File: src/rtl/core_pkg.sv
// Shared core types for the register writeback path.
// Latency: n/a (types and constants only).
// Backpressure: n/a.
package core_pkg;

  localparam int CORE_XLEN = 32;
  localparam int REG_IDX_W = 5;

  typedef logic [REG_IDX_W-1:0] reg_index_t;
  typedef logic [CORE_XLEN-1:0] word_t;

  typedef enum logic {
    WB_ALU  = 1'b0,
    WB_LOAD = 1'b1
  } wb_source_e;

  // x0 is hardwired; writes to it are consumed but never strobed.
  localparam reg_index_t REG_ZERO = '0;

endpackage

File: src/rtl/writeback_arbiter_slot.sv
// wb_slot: one-entry holding buffer between a result source and the arbiter.
// Latency: entry visible (empty=0) the cycle after the accepting edge.
// Backpressure: in_rdy = empty OR granted this cycle; a full, ungranted slot stalls the source.
// Ports: clk/rst; in_vld/in_rdy/in_dest/in_dat from the source;
//        grant from the arbiter; empty/dest/dat describe the held entry.
module wb_slot
  import core_pkg::*;
#(
  parameter int W = 32
) (
  input  logic             clk,
  input  logic             rst,
  input  logic             in_vld,
  output logic             in_rdy,
  input  logic [REG_IDX_W-1:0] in_dest,
  input  logic [W-1:0]     in_dat,
  input  logic             grant,
  output logic             empty,
  output logic [REG_IDX_W-1:0] dest,
  output logic [W-1:0]     dat
);

  logic       full_q, full_d;
  reg_index_t dest_q, dest_d;
  logic [W-1:0] dat_q, dat_d;

  // Refill in the same cycle the held entry leaves, so a source can
  // sustain one result per cycle while it keeps winning.
  assign in_rdy = !full_q || grant;

  always_comb begin
    full_d = full_q;
    dest_d = dest_q;
    dat_d  = dat_q;
    if (grant) begin
      full_d = 1'b0;
    end
    if (in_vld && in_rdy) begin
      full_d = 1'b1;
      dest_d = in_dest;
      dat_d  = in_dat;
    end
  end

  always_ff @(posedge clk or posedge rst) begin
    if (rst) begin
      full_q <= 1'b0;
      dest_q <= '0;
      dat_q  <= '0;
    end else begin
      full_q <= full_d;
      dest_q <= dest_d;
      dat_q  <= dat_d;
    end
  end

  assign empty = !full_q;
  assign dest  = dest_q;
  assign dat   = dat_q;

endmodule

File: src/rtl/writeback_arbiter.sv
// Merges ALU and load results into the single register-file write port.
// Latency: accepted at edge E -> write strobe in the cycle after E+1; loser of a tie waits one more cycle.
// Backpressure: per-source valid/ready via a one-entry slot; ready drops only while the slot is full and not granted.
// Ports: i_Clock/i_Reset; ALU and load valid/ready/dest/data inputs;
//        o_WriteEnable/o_RegDest/o_DataOut register-file port; o_PendingMask for decode hazard stalls.
module writeback_arbiter
  import core_pkg::*;
#(
  parameter int XLEN     = 32,
  parameter int NUM_REGS = 32
) (
  input  logic                 i_Clock,
  input  logic                 i_Reset,
  input  logic                 i_AluValid,
  output logic                 o_AluReady,
  input  logic [REG_IDX_W-1:0] i_AluRegDest,
  input  logic [XLEN-1:0]      i_AluData,
  input  logic                 i_LoadValid,
  output logic                 o_LoadReady,
  input  logic [REG_IDX_W-1:0] i_LoadRegDest,
  input  logic [XLEN-1:0]      i_LoadData,
  output logic                 o_WriteEnable,
  output logic [REG_IDX_W-1:0] o_RegDest,
  output logic [XLEN-1:0]      o_DataOut,
  output logic [NUM_REGS-1:0]  o_PendingMask
);

  logic            alu_empty, load_empty;
  logic            alu_grant, load_grant;
  reg_index_t      alu_dest, load_dest;
  logic [XLEN-1:0] alu_dat, load_dat;

  wb_source_e      last_grant_q, last_grant_d;
  logic            we_q, we_d;
  reg_index_t      reg_dest_q, reg_dest_d;
  logic [XLEN-1:0] data_q, data_d;

  wb_slot #(.W(XLEN)) u_alu_slot (
    .clk     (i_Clock),
    .rst     (i_Reset),
    .in_vld  (i_AluValid),
    .in_rdy  (o_AluReady),
    .in_dest (i_AluRegDest),
    .in_dat  (i_AluData),
    .grant   (alu_grant),
    .empty   (alu_empty),
    .dest    (alu_dest),
    .dat     (alu_dat)
  );

  wb_slot #(.W(XLEN)) u_load_slot (
    .clk     (i_Clock),
    .rst     (i_Reset),
    .in_vld  (i_LoadValid),
    .in_rdy  (o_LoadReady),
    .in_dest (i_LoadRegDest),
    .in_dat  (i_LoadData),
    .grant   (load_grant),
    .empty   (load_empty),
    .dest    (load_dest),
    .dat     (load_dat)
  );

  // Round-robin over occupied slots; on a tie the source not granted last wins.
  always_comb begin
    alu_grant  = 1'b0;
    load_grant = 1'b0;
    if (!alu_empty && !load_empty) begin
      if (last_grant_q == WB_LOAD) alu_grant  = 1'b1;
      else                         load_grant = 1'b1;
    end else if (!alu_empty) begin
      alu_grant = 1'b1;
    end else if (!load_empty) begin
      load_grant = 1'b1;
    end
  end

  // Output register: dest/data hold when idle; x0 entries consume a grant but never strobe.
  always_comb begin
    last_grant_d = last_grant_q;
    we_d         = 1'b0;
    reg_dest_d   = reg_dest_q;
    data_d       = data_q;
    if (alu_grant) begin
      last_grant_d = WB_ALU;
      reg_dest_d   = alu_dest;
      data_d       = alu_dat;
      we_d         = (alu_dest != REG_ZERO);
    end else if (load_grant) begin
      last_grant_d = WB_LOAD;
      reg_dest_d   = load_dest;
      data_d       = load_dat;
      we_d         = (load_dest != REG_ZERO);
    end
  end

  always_ff @(posedge i_Clock or posedge i_Reset) begin
    if (i_Reset) begin
      last_grant_q <= WB_LOAD;
      we_q         <= 1'b0;
      reg_dest_q   <= '0;
      data_q       <= '0;
    end else begin
      last_grant_q <= last_grant_d;
      we_q         <= we_d;
      reg_dest_q   <= reg_dest_d;
      data_q       <= data_d;
    end
  end

  // Pending mask from registered state only, so decode sees no combinational path from the sources.
  always_comb begin
    o_PendingMask = '0;
    for (int r = 1; r < NUM_REGS; r++) begin
      o_PendingMask[r] = (!alu_empty  && (alu_dest   == REG_IDX_W'(r))) ||
                         (!load_empty && (load_dest  == REG_IDX_W'(r))) ||
                         (we_q        && (reg_dest_q == REG_IDX_W'(r)));
    end
  end

  assign o_WriteEnable = we_q;
  assign o_RegDest     = reg_dest_q;
  assign o_DataOut     = data_q;

endmodule

File: config.mk
export PLATFORM = sky130hd
export DESIGN_NAME = writeback_arbiter
export DESIGN_NICKNAME = d
export VERILOG_FILES = /design/src/rtl/core_pkg.sv /design/src/rtl/writeback_arbiter_slot.sv /design/src/rtl/writeback_arbiter.sv
export SDC_FILE = /design/constraint.sdc
export NUM_CORES = 1
export LEC_CHECK = 0
export ABC_CLOCK_PERIOD_IN_PS = 10000
export CORE_MARGIN = 2
export CORE_UTILIZATION = 47
export CTS_CLUSTER_DIAMETER = 100
export DETAILED_ROUTE_END_ITERATION = 16
export GPL_TIMING_DRIVEN = 0
export PLACE_DENSITY = 0.78
export SLEW_MARGIN = 10
export SYNTH_ARGS = -nofsm -noshare
export SYNTH_HDL_FRONTEND = slang
export SYNTH_SLANG_ARGS = --single-unit
export TNS_END_PERCENT = 30
File: constraint.sdc
create_clock -name i_Clock -period 10 [get_ports i_Clock]
set_input_delay 1.5 -clock i_Clock [delete_from_list [all_inputs] [get_ports i_Clock]]
set_output_delay 1.5 -clock i_Clock [all_outputs]
set_load 0.02 [all_outputs]
**Word-level counts from Yosys, hierarchy flattened**

Index checks and enable logic that the tools add are counted.

- Flip-flop bits (word level): 115

- Equal/unequal tests: 93
- Reduce and logical (&&, ||, !) cells: 167
- Multiplexer cells: 19

Operator list:

| cell | count |
|---|---|
| $eq 5x5->1 const B | 48 |
| $eq 5x4->1 const B | 24 |
| $logic_and 1x1->1 | 96 |
| $logic_or 1x1->1 | 64 |
| $mux 32 | 2 |
| $eq 5x3->1 const B | 12 |
| $eq 5x2->1 const B | 6 |
| $eq 5x1->1 const B | 3 |
| $mux 1 | 15 |
| $mux 5 | 2 |
| $reduce_bool 5->1 | 2 |
| $reduce_bool 2->1 | 3 |
| $logic_not 1->1 | 2 |

**Logic depth before layout (Yosys ltp)**

Gate-level depths: netlist of the first run.

- Depth after elaboration: 6
- Mapped depth: 5

**By module**

Synthesis of the first run repeated with hierarchy kept, for this count alone.

- Cells, all modules: 497
- Area total of the unflattened synthesis: 6143.4 um2

Modules (own cells, without submodules):

| module | cells an instance | sequential area each (um2) | area each (um2) | instances |
|---|---|---|---|---|
| wb_slot | 83 | 950.9 | 1552.7 | 2 |
| writeback_arbiter | 331 | 977.2 | 3037.9 | 1 |

**Least setup slack after synthesis of the first run**

OpenSTA, ideal clock, no wires.

- Path type: reg-to-output
- Start: register reg_dest_q[4] (netlist: o_RegDest[4])
- End: output o_PendingMask[16]
- Stages on the path, launching flop included: 4
- Data arrival time: 1.385 ns
- Slack: 7.115 ns
- Cell sequence: dfrtp_1 > nor4bb_1 > a222oi_1 > inv_1

- Longest elaborated chain between the ends: 3

RTL lines:

| element | line | source |
|---|---|---|
| from (decl) | writeback_arbiter.sv:35 | `reg_index_t reg_dest_q, reg_dest_d;` |
| from (signal assigned) | writeback_arbiter.sv:106 | `reg_dest_q <= reg_dest_d;` |
| $eq 5x5->1 | writeback_arbiter.sv:117 | `(we_q && (reg_dest_q == REG_IDX_W'(r)));` |
| $logic_and 1x1->1 | writeback_arbiter.sv:117 |  |
| $logic_or 1x1->1 | writeback_arbiter.sv:116 | `(!load_empty && (load_dest == REG_IDX_W'(r))) \|\|` |
| to (decl) | writeback_arbiter.sv:25 | `output logic [NUM_REGS-1:0] o_PendingMask` |

No other way between the ends.

**Worst setup path after layout of the first run**

- Start: register reg_dest_q[4] (netlist: o_RegDest[4])
- End: output o_PendingMask[5]

- Longest elaborated chain between the ends: 3

RTL lines:

| element | line |
|---|---|
| $eq 5x3->1 | writeback_arbiter.sv:117 |
| $logic_and 1x1->1 | writeback_arbiter.sv:117 |
| $logic_or 1x1->1 | writeback_arbiter.sv:116 |

No other way between the ends.

==> results of run 1 <==
[synthesized netlist by cell type, types with 4 or more instances]
cell      count  area share [%]
and4b_1       9             1.6
inv_1         5            0.34
o221a_2      35             7.2
buf_1         4            0.27
buf_2        11             1.0
nand2_1      59             4.0
buf_4         4            0.55
and4bb_2      6             1.4
dfrtp_1     114              52
a22oi_1      28             3.8
or3_1        34             3.9
nor2b_1       9             1.0
mux2_1       30             6.2
mux2_2       44             9.1
clkbuf_1     16             1.1
[layer usage]
metal | vias to the layer above | share of wire, % | GRT usage, %
met5 | - | 0 | 0
met4 | 0 | 1.6 | 9.96
met3 | 26 | 7.4 | 7.02
met2 | 185 | 49 | 41.9
met1 | 2243 | 42 | 32.5
li1 | 2015 | - | -
[worst reg2reg max path, cell delays in order, from the launching register on]
cell	delay, ns
dfstp_2	0.56
nand2b_1	0.24
nand2_1	0.10
buf_2	0.20
buf_2	0.22
o221a_2	0.30
[cells in the final DEF, fill, tap and decap left out, types with 2 or more instances in the layout]
cell type / Yosys / routed
o221a_2: 35 / 35
buf_4: 4 / 4
nand2_1: 59 / 59
nor4bb_1: 3 / 3
a222oi_1: 3 / 3
nor2_1: 3 / 3
mux2_2: 44 / 44
nor4b_1: 3 / 3
clkbuf_1: 16 / 19
buf_1: 4 / 4
and4_1: 3 / 3
buf_6: 3 / 3
and4bb_2: 6 / 6
o221a_1: 2 / 2
bufinv_16: 0 / 3
nand2b_1: 3 / 3
clkinvlp_4: 0 / 2
mux2_1: 30 / 30
inv_1: 5 / 4
nor4b_2: 2 / 2
buf_2: 11 / 11
clkdlybuf4s50_1: 0 / 148
and4b_1: 9 / 9
clkbuf_16: 0 / 17
nand2_2: 2 / 2
dfrtp_1: 114 / 114
a22oi_1: 28 / 28
a211o_1: 3 / 3
nor2b_1: 9 / 9
and2_1: 3 / 3
or3_1: 34 / 34
clkbuf_8: 0 / 4
clkinv_2: 0 / 2
[cells by family (layout without fill, tap and decap cells)]
kind of cell	after synthesis	in the layout	synth area share, %
multiplexers	74	74	15.2
AND/OR/NAND/NOR	141	141	15.4
other	1	1	0.0686
AO/OA/AOI/OAI	73	73	12.7
buffers and inverters	44	225	3.98
flip-flops	115	115	52.6
[per-stage QoR]
step                util (%)  hold slack, ns  setup slack (ns)  cell area, sq um  total power, mW
CTS                     68.4           0.494              5.86              7780             2.26
finish                  68.4           0.490              5.80              7780             2.25
global placement        62.7           0.475              4.00              7130             1.59
global route            68.4           0.513              5.67              7780             2.35
detailed placement      63.0           0.485              6.30              7160             1.62
floorplan                  -           0.465              5.46              5470             1.23
[cell type report]
| class | instances | area (sq um) | area share (%) |
|---|---|---|---|
| well taps | 143 | 179 | 2.30 |
| inverters | 5 | 23.8 | 0.306 |
| clock inverters | 8 | 124 | 1.59 |
| flip-flops and latches | 115 | 2880 | 37.0 |
| multi-input cells | 289 | 2370 | 30.5 |
| clock buffers | 24 | 492 | 6.32 |
| plain buffers | 39 | 199 | 2.56 |
| repair buffers | 149 | 1510 | 19.4 |
[worst max path at each step]
stage                                                 to  slack [ns]  depth (start not counted)
final                                   o_PendingMask[5]        5.80                          4
after floorplan                 o_DataOut[0]$_DFFE_PP0P_        5.46                          1
after CTS                              o_PendingMask[11]        5.86                          4
after global routing                   o_PendingMask[10]        5.67                          4
after global placement    u_alu_slot.dat[23]$_DFFE_PP0P_        4.00                          2
after detailed placement               o_PendingMask[11]        6.30                          4
[power breakdown]
part	switching (mW)	internal [mW]
logic	0.443	0.432
registers	0.118	0.628
clock network	0.208	0.418
[registers in the layout (all words and copies together) (netlist names)]
register	flops
u_load_slot.dat	32
o_DataOut	32
u_alu_slot.dat	32
o_WriteEnable	1
u_alu_slot.dest	5
u_alu_slot.full_q	1
o_RegDest	5
u_load_slot.dest	5
last_grant_q	1
u_load_slot.full_q	1
==> results.cfg, run 1 <==
[status]
status = complete, no violations

[finish]
nets = 694
fin_cells = 772
layout-area-overhead-vs-synth_pct = 42.2
fill_cells = 862
drive_above_1_share_pct = 22.3
diodes = 0

[sta]
setup_viol = 0
fin_crit_sh_pct = 42.0
fin_skew_ns = 0.00636
max_slew.worst_pin.slew_ns = 0.988
fin_crit_ns = 4.20
setup_tns_ns = 0
rsz0062_at_grt = false
slew_headroom_pct = 33.3
clock.fmax_mhz = 238
drv_slew = 0
hold_viol = 0

[clocking]
clock_sinks = 115
post-cts-setup-buffers = 0
cts_buffers = 17
clock_latency_ns = 0.40
cts_hold_buffers = 0
cts_max_path_buffers = 2
post_cts_resized = 0
cts_root_buffer = clkbuf_16
cts_tree = done
htree_levels = 4
clkTransAtPathRegs_ns = 0.05

[synthesis]
synth_fp_nets = 526
synth_area_per_cell_sq_um = 12.2
synth_edf_count = 0
ys.warnings.count = 0
seq_area_frac_synth_pct = 52.6
ys_dominant_reg_cell = dfrtp_1
syn_inst = 448
ys_ff_latch = 115
syn_area_sq_um = 5470
ys_types = 34
synthArstFlopShare_pct = 100

[worst_setup_path]
cp_top_family = simple AND/OR/NAND/NOR gates
slowest_delay_ns = 0.89
crit_buf_inv = 1
r2r_cells = 5
r2r_start = last_grant_q$_DFFE_PP1P_
cp.required_ns = 8.50
crit_fanout = 10
critPathLaunchType = flop
critPathCaptureType = output port
arrival_ns = 2.70
crit_type = reg2out
crit_path_cell_trace = nor4bb_1, a22oi_1, nand2_1, clkdlybuf4s50_1
slowest_stage = nor4bb_1
rr_endpoint = o_RegDest[3]$_DFFE_PP0P_
rrSetupSlack_ns = 8.27
critPathLaunch = o_RegDest[4]$_DFFE_PP0P_

[route]
routedWlPerCell_um = 20.0
drc = 0
drtIter0Drc = 403
num_vias = 4469
viasPerCell = 5.79
wl_um = 15500
firstDrtPassIters = 5
drtAntennaViolNets = 0

[floorplan]
die_area_sq_um = 12500
start_util_pct = 48.1
fp.dieW_um = 112
ios = 150
core-area_sq_um = 11400
num_rows = 39
fp.dieH_um = 112

[power]
irDropWorstVdd_mv = 0.178
p_leak_nw = 3.21
p_per_area_nw_per_um2 = 289

[min_path]
min_path_cells = 1
hold_path_class = reg2reg
holdPathEnd = u_load_slot.dat[17]$_DFFE_PP0P_
min_from = u_load_slot.dat[17]$_DFFE_PP0P_

[flow_run]
drv_cap = 0

[grt]
antenna_found_initial = 0
grtUsageTotal_pct = 25.6
grt_max_degree = 70
grt_first_pass_wirelength_um = 25100
grt-ovfl-total = 0
grt_pass1_vias = 4723

[placed_design]
gp_congestion = 0.838
dp_hpwl_um = 10900
io_buffers = 148
dp.cells = 740
Power figures use the tool's default switching activity.
==> run 2: changes to the inputs <==
- ABC_CLOCK_PERIOD_IN_PS: 10000 -> 3900
- clock period: 10 -> 3.9 ns (I/O delays scaled with it)
==> results of run 2 <==
The final DEF is identical to that of run 1. Status: complete, no violations.
Among the figures that moved: setup slack after placement 6.30 ns -> 1.11 ns; setup slack after layout 5.80 ns -> 0.617 ns; register-to-register setup slack 8.27 ns -> 2.17 ns; total power 2.25 mW -> 5.76 mW; worst IR drop on VDD 0.178 mV -> 0.456 mV
==> patch 1 (settings of run 2) <==
The package constant `REG_ZERO` goes from '0 to 1.
--- a/src/rtl/core_pkg.sv
+++ b/src/rtl/core_pkg.sv
@@ -16,5 +16,5 @@
 
   // x0 is hardwired; writes to it are consumed but never strobed.
-  localparam reg_index_t REG_ZERO = '0;
+  localparam reg_index_t REG_ZERO = 1;
 
 endpackage
Function: changed (Yosys sat finds a counterexample within 4 cycles, from zero or initial values and one cycle with i_Reset high).
==> patch 1 against run 2 <==
Register-to-register slack better by 0.05 ns; wire length is 0.49% higher; sequential cell count stayed put; worst setup slack better by 0.19 ns; worst hold slack better by 0.014 ns; cell count is 0.39% higher; first-iteration DRC count is 20% lower; count of clock-buffer cells in the layout is 3 lower; synthesized area is 1.5% higher; maximum frequency is 6.0% higher; clock power is 15% lower; total power is 3.0% lower; final area is 0.29% lower; synthesized cell count is 1.6% higher; largest power group unchanged.
==> patch 1: results (changes against run 2) <==
Critical Path AT 2.51 ns (-0.19 ns); Leakage 3.19 nW (-0.51%); first-pass GRT wire length 25300 um (+0.49%); status completed; min-delay src u_alu_slot.dat[2]$_DFFE_PP0P_; Placed Area 7240 um2 (+1.1%); clock skew 0.00611 ns (-0.000248 ns); Main synth FF type dfrtp_1; diode count 0 (unchanged); Clk Latency, worst-skew pair 0.40 ns (about the same); Vias 4558 (+2.0%); Post-CTS Setup Repair Bufs 0 (unchanged); gr usage total 0.253 (-0.00297); Clock Path Buffers 2 (unchanged); CP Max Fanout 10 (unchanged); Async S/R FF share, synth 1.00 (unchanged); CTS clock-pin slew for the worst setup and hold paths 0.05 ns (about the same); DP HPWL 11100 um (+1.5%); Max-slew headroom 0.528 (+0.195); Initial DRT Pass Iterations 5 (unchanged); critical path's slowest cell clkdlybuf4s50_1; Inserted Clock Buffers 17 (unchanged); unique cell type count in the Yosys netlist 37 (+8.8%); H-tree Lvls 4 (unchanged); CTS root buf clkbuf_16; CP peak stage delay 0.61 ns (-0.28 ns); Synth area leaders dfrtp_1 51%, mux2_2 15%, o221a_2 7.5%, nand2_1 3.9%, or3_1 3.7%; Post-Syn Nets 533 (+1.3%); DR iter-0 viols 321 (-20%); final slew viol count 0 (unchanged); VDD IR max 398 uV (-13%); post-CTS sizing 0 (unchanged); Filler Cell Count 843 (-2.2%); most frequent cells after synthesis 114 x dfrtp_1, 74 x mux2_2, 58 x nand2_1; hold crit path type register to register; YS warnings 0 (unchanged); vias in the first global route 4829 (+2.2%); antenna violations before repair 0 (unchanged); PortBufs 148 (unchanged); register area share after synthesis 0.519 (-0.00759); switching share of power 0.351 (+0.00834); Top delay family on crit path buffers and inverters; largest net degree at the start of global routing 61 (-13%); Final #Nets 701 (+1.0%); GPL Wtd Cong 0.953 (+14%); Critical Path Source u_alu_slot.full_q$_DFFE_PP0P_; final WL 15500 um (+0.49%); layout cell share with drive strength beyond 1 0.261 (+0.0385); reg-to-reg startpoint last_grant_q$_DFFE_PP1P_
[patch 1: worst register-to-register path, cell delays in order, from the launching register on]
cell and delay [ns]:
dfstp_2 0.55, nand2b_1 0.25, nand2_1 0.10, buf_2 0.21, buf_6 0.18, o221a_2 0.27
[patch 1: kinds of logic after synthesis]
group                  count (synthesis)  share of synthesized area
AND/OR/NAND/NOR                      151                      0.159
flip-flops                           115                      0.519
multiplexers                          74                      0.150
AO/OA/AOI/OAI                         73                      0.128
buffers and inverters                 41                     0.0433
other                                  1                   0.000676
[patch 1: path summary, 6_finish.rpt]
path | depth (start not counted) | to | slack [ns]
worst max-delay path | 6 | o_PendingMask[15] | 0.80
worst min-delay path | 1 | u_alu_slot.dat[2]$_DFFE_PP0P_ | 0.50
worst max register to register | 5 | o_DataOut[2]$_DFFE_PP0P_ | 2.22
worst min register to register | 1 | u_alu_slot.dat[2]$_DFFE_PP0P_ | 0.50
max in group asynchronous | 3 | u_alu_slot.dat[2]$_DFFE_PP0P_ | 2.64
min in group asynchronous | 2 | u_alu_slot.dat[20]$_DFFE_PP0P_ | 0.61
[patch 1: routing by layer]
layer / vias up / routed length, um / GRT usage
met3: 27 / 1210 / 0.0707
met5: - / 0 / 0
met1: 2265 / 6500 / 0.328
met2: 215 / 7520 / 0.407
met4: 0 / 297 / 0.0935
li1: 2051 / - / -
[patch 1: final cells by class]
type                       instances  area share
sequential                       115       0.371
multi-input combinational        299       0.313
timing repair buffer             149       0.195
clock buffer                      21      0.0581
buffer                            37      0.0290
tap                              143      0.0231
clock inverter                     7     0.00807
inverter                           4     0.00258
[patch 1: through the flow]
step                total power, mW  cells  setup slack (ns)  utilization  hold slack [ns]
global placement               4.16    746             -1.19        0.629            0.481
floorplan                      3.21    455             0.273            -            0.465
finish                         5.59    775             0.803        0.676            0.504
global route                   5.87    775             0.642        0.676            0.519
detailed placement             4.22    747              1.25        0.632            0.495
CTS                            5.60    775             0.808        0.676            0.506
[patch 1: power by group through the flow]
stage	Combinational [mW]	Clock, mW	Sequential (mW)
final	2.32	1.36	1.91
after global routing	2.47	1.44	1.96
after global placement	2.27	0	1.90
after floorplan	1.14	0	2.07
after detailed placement	2.32	0	1.90
after CTS	2.32	1.37	1.90
==> patch 2 (settings of run 2) <==
Made on the original files. Reset style: synchronous (`i_Reset` and `rst`), changed in 2 clocked blocks.
--- a/src/rtl/writeback_arbiter_slot.sv
+++ b/src/rtl/writeback_arbiter_slot.sv
@@ -43,5 +43,5 @@
   end
 
-  always_ff @(posedge clk or posedge rst) begin
+  always_ff @(posedge clk) begin
     if (rst) begin
       full_q <= 1'b0;
--- a/src/rtl/writeback_arbiter.sv
+++ b/src/rtl/writeback_arbiter.sv
@@ -95,5 +95,5 @@
   end
 
-  always_ff @(posedge i_Clock or posedge i_Reset) begin
+  always_ff @(posedge i_Clock) begin
     if (i_Reset) begin
       last_grant_q <= WB_LOAD;
Function: differs if i_Reset is asserted again (counterexample within 4 cycles, from zero or initial values and one cycle with i_Reset high); with i_Reset held inactive, the same outputs for 4 cycles.
==> patch 2 against run 2 <==
Final area is 3.7% higher; sequential cell count unchanged; clock skew shrank 0.00098 ns; global-route usage grew 4.3 points; synthesized area is 5.9% higher; worst hold slack worse by 0.042 ns; wire length up 27%; worst setup slack improved by 0.14 ns; via count rose by 34%; die area grew 5.7%; highest routed layer unchanged.
Power is not compared: it rests on default switching activity, and its combinational part moved more than twofold at a synthesized area within 25%.
==> patch 2: results (changes against run 2) <==
PortBufs 148 (unchanged); GPL Wtd Cong 0.891 (+6.3%); register area share after synthesis 0.397 (-0.129); Post-Syn Nets 758 (+44%); CTS clock-pin slew for the worst setup and hold paths 0.05 ns (about the same); most frequent cells after synthesis 151 x nand2_1, 115 x dfxtp_1, 48 x mux2i_1; Slew @ Worst Pin 0.832 ns (-0.156 ns); post-CTS sizing 0 (unchanged); Clk Latency, worst-skew pair 0.42 ns (+0.02 ns); YS warnings 0 (unchanged); vias in the first global route 5815 (+23%); VDD IR max between 300 and 400 uV; CP Max Fanout 9 (-1); layout cell share with drive strength beyond 1 0.127 (-0.0958); Clock Path Buffers 2 (unchanged); Final #Nets 925 (+33%); status completed; Async S/R FF share, synth 0 (-1.00); Synth area leaders dfxtp_1 40%, nand2_1 9.8%, mux2i_1 8.3%, nor2_1 2.8%, nand4_1 2.7%; reg2reg setup slack 2.27 ns (+0.10 ns); Filler Cell Count 973 (+13%); unique cell type count in the Yosys netlist 49 (+44%); GRT overflow 0 (unchanged); clock skew 0.00537 ns (-0.000983 ns); Vias 5983 (+34%); Placed Area 7460 um2 (+4.2%); Wirelength per Cell 19.5 um (-2.8%); antenna violations before repair 0 (unchanged); largest net degree at the start of global routing 17 (-76%); Post-CTS Setup Repair Bufs 0 (unchanged); DR iter-0 viols 732 (+82%); H-tree Lvls 4 (unchanged); Main synth FF type dfxtp_1; CTS root buf clkbuf_16; first-pass GRT wire length 30500 um (+21%); gr usage total 0.299 (+0.0431); DP HPWL 14300 um (+31%)
## patch 2: kinds of logic (layout without fill, tap and decap cells)
family,Yosys count,in the layout,synth area share
flip-flops,115,115,0.397
AO/OA/AOI/OAI,152,152,0.203
buffers and inverters,74,254,0.0697
AND/OR/NAND/NOR,290,290,0.246
multiplexers,48,48,0.0829
other,1,1,0.000647
## patch 2: final timing paths
kind,startpoint,end,cells past startpoint
worst max register to register,u_alu_slot.full_q$_SDFFE_PP0P_,o_DataOut[21]$_SDFFE_PP0P_,4
worst max-delay path,o_WriteEnable$_SDFF_PP0_,o_PendingMask[5],4
worst min register to register,u_load_slot.dat[17]$_SDFFE_PP0P_,u_load_slot.dat[17]$_SDFFE_PP0P_,2
worst min-delay path,u_load_slot.dat[17]$_SDFFE_PP0P_,u_load_slot.dat[17]$_SDFFE_PP0P_,2
## patch 2: where the power goes
group	total [mW]	internal (mW)	leakage (nW)	switching, mW
clock network	1.59	1.05	0.296	0.542
registers	1.32	1.26	0.949	0.0636
logic	0.565	0.263	1.98	0.302
## patch 2: critical path, stage by stage, from the launching register on
cell	delay (ns)
dfxtp_1	0.47
nor4bb_1	0.78
a22oi_1	0.15
nand2_1	0.12
clkdlybuf4s50_1	0.61
## patch 2: stage by stage
stage / setup WS, ns / hold slack [ns] / util / std cells
after CTS: 0.818 / 0.450 / 0.671 / 1007
final: 0.759 / 0.449 / 0.671 / 1007
after detailed placement: 1.25 / 0.441 / 0.621 / 975
after global routing: 0.622 / 0.471 / 0.671 / 1007
after floorplan: 2.01 / 0.425 / - / 680
after global placement: 1.22 / 0.434 / 0.621 / 975
## patch 2: metal layers
layer	vias to the layer above	routed length, um	GRT usage
met3	53	1310	0.0527
met1	2824	7960	0.361
met5	-	0	0
met4	0	667	0.142
met2	318	9660	0.515
li1	2788	-	-
## patch 2: cell type report
type / instances / area share
multi-input cells: 491 / 0.383
inverters: 7 / 0.00326
plain buffers: 67 / 0.0469
well taps: 147 / 0.0228
repair buffers: 148 / 0.184
clock buffers: 22 / 0.0588
flip-flops and latches: 115 / 0.285
clock inverters: 10 / 0.0161
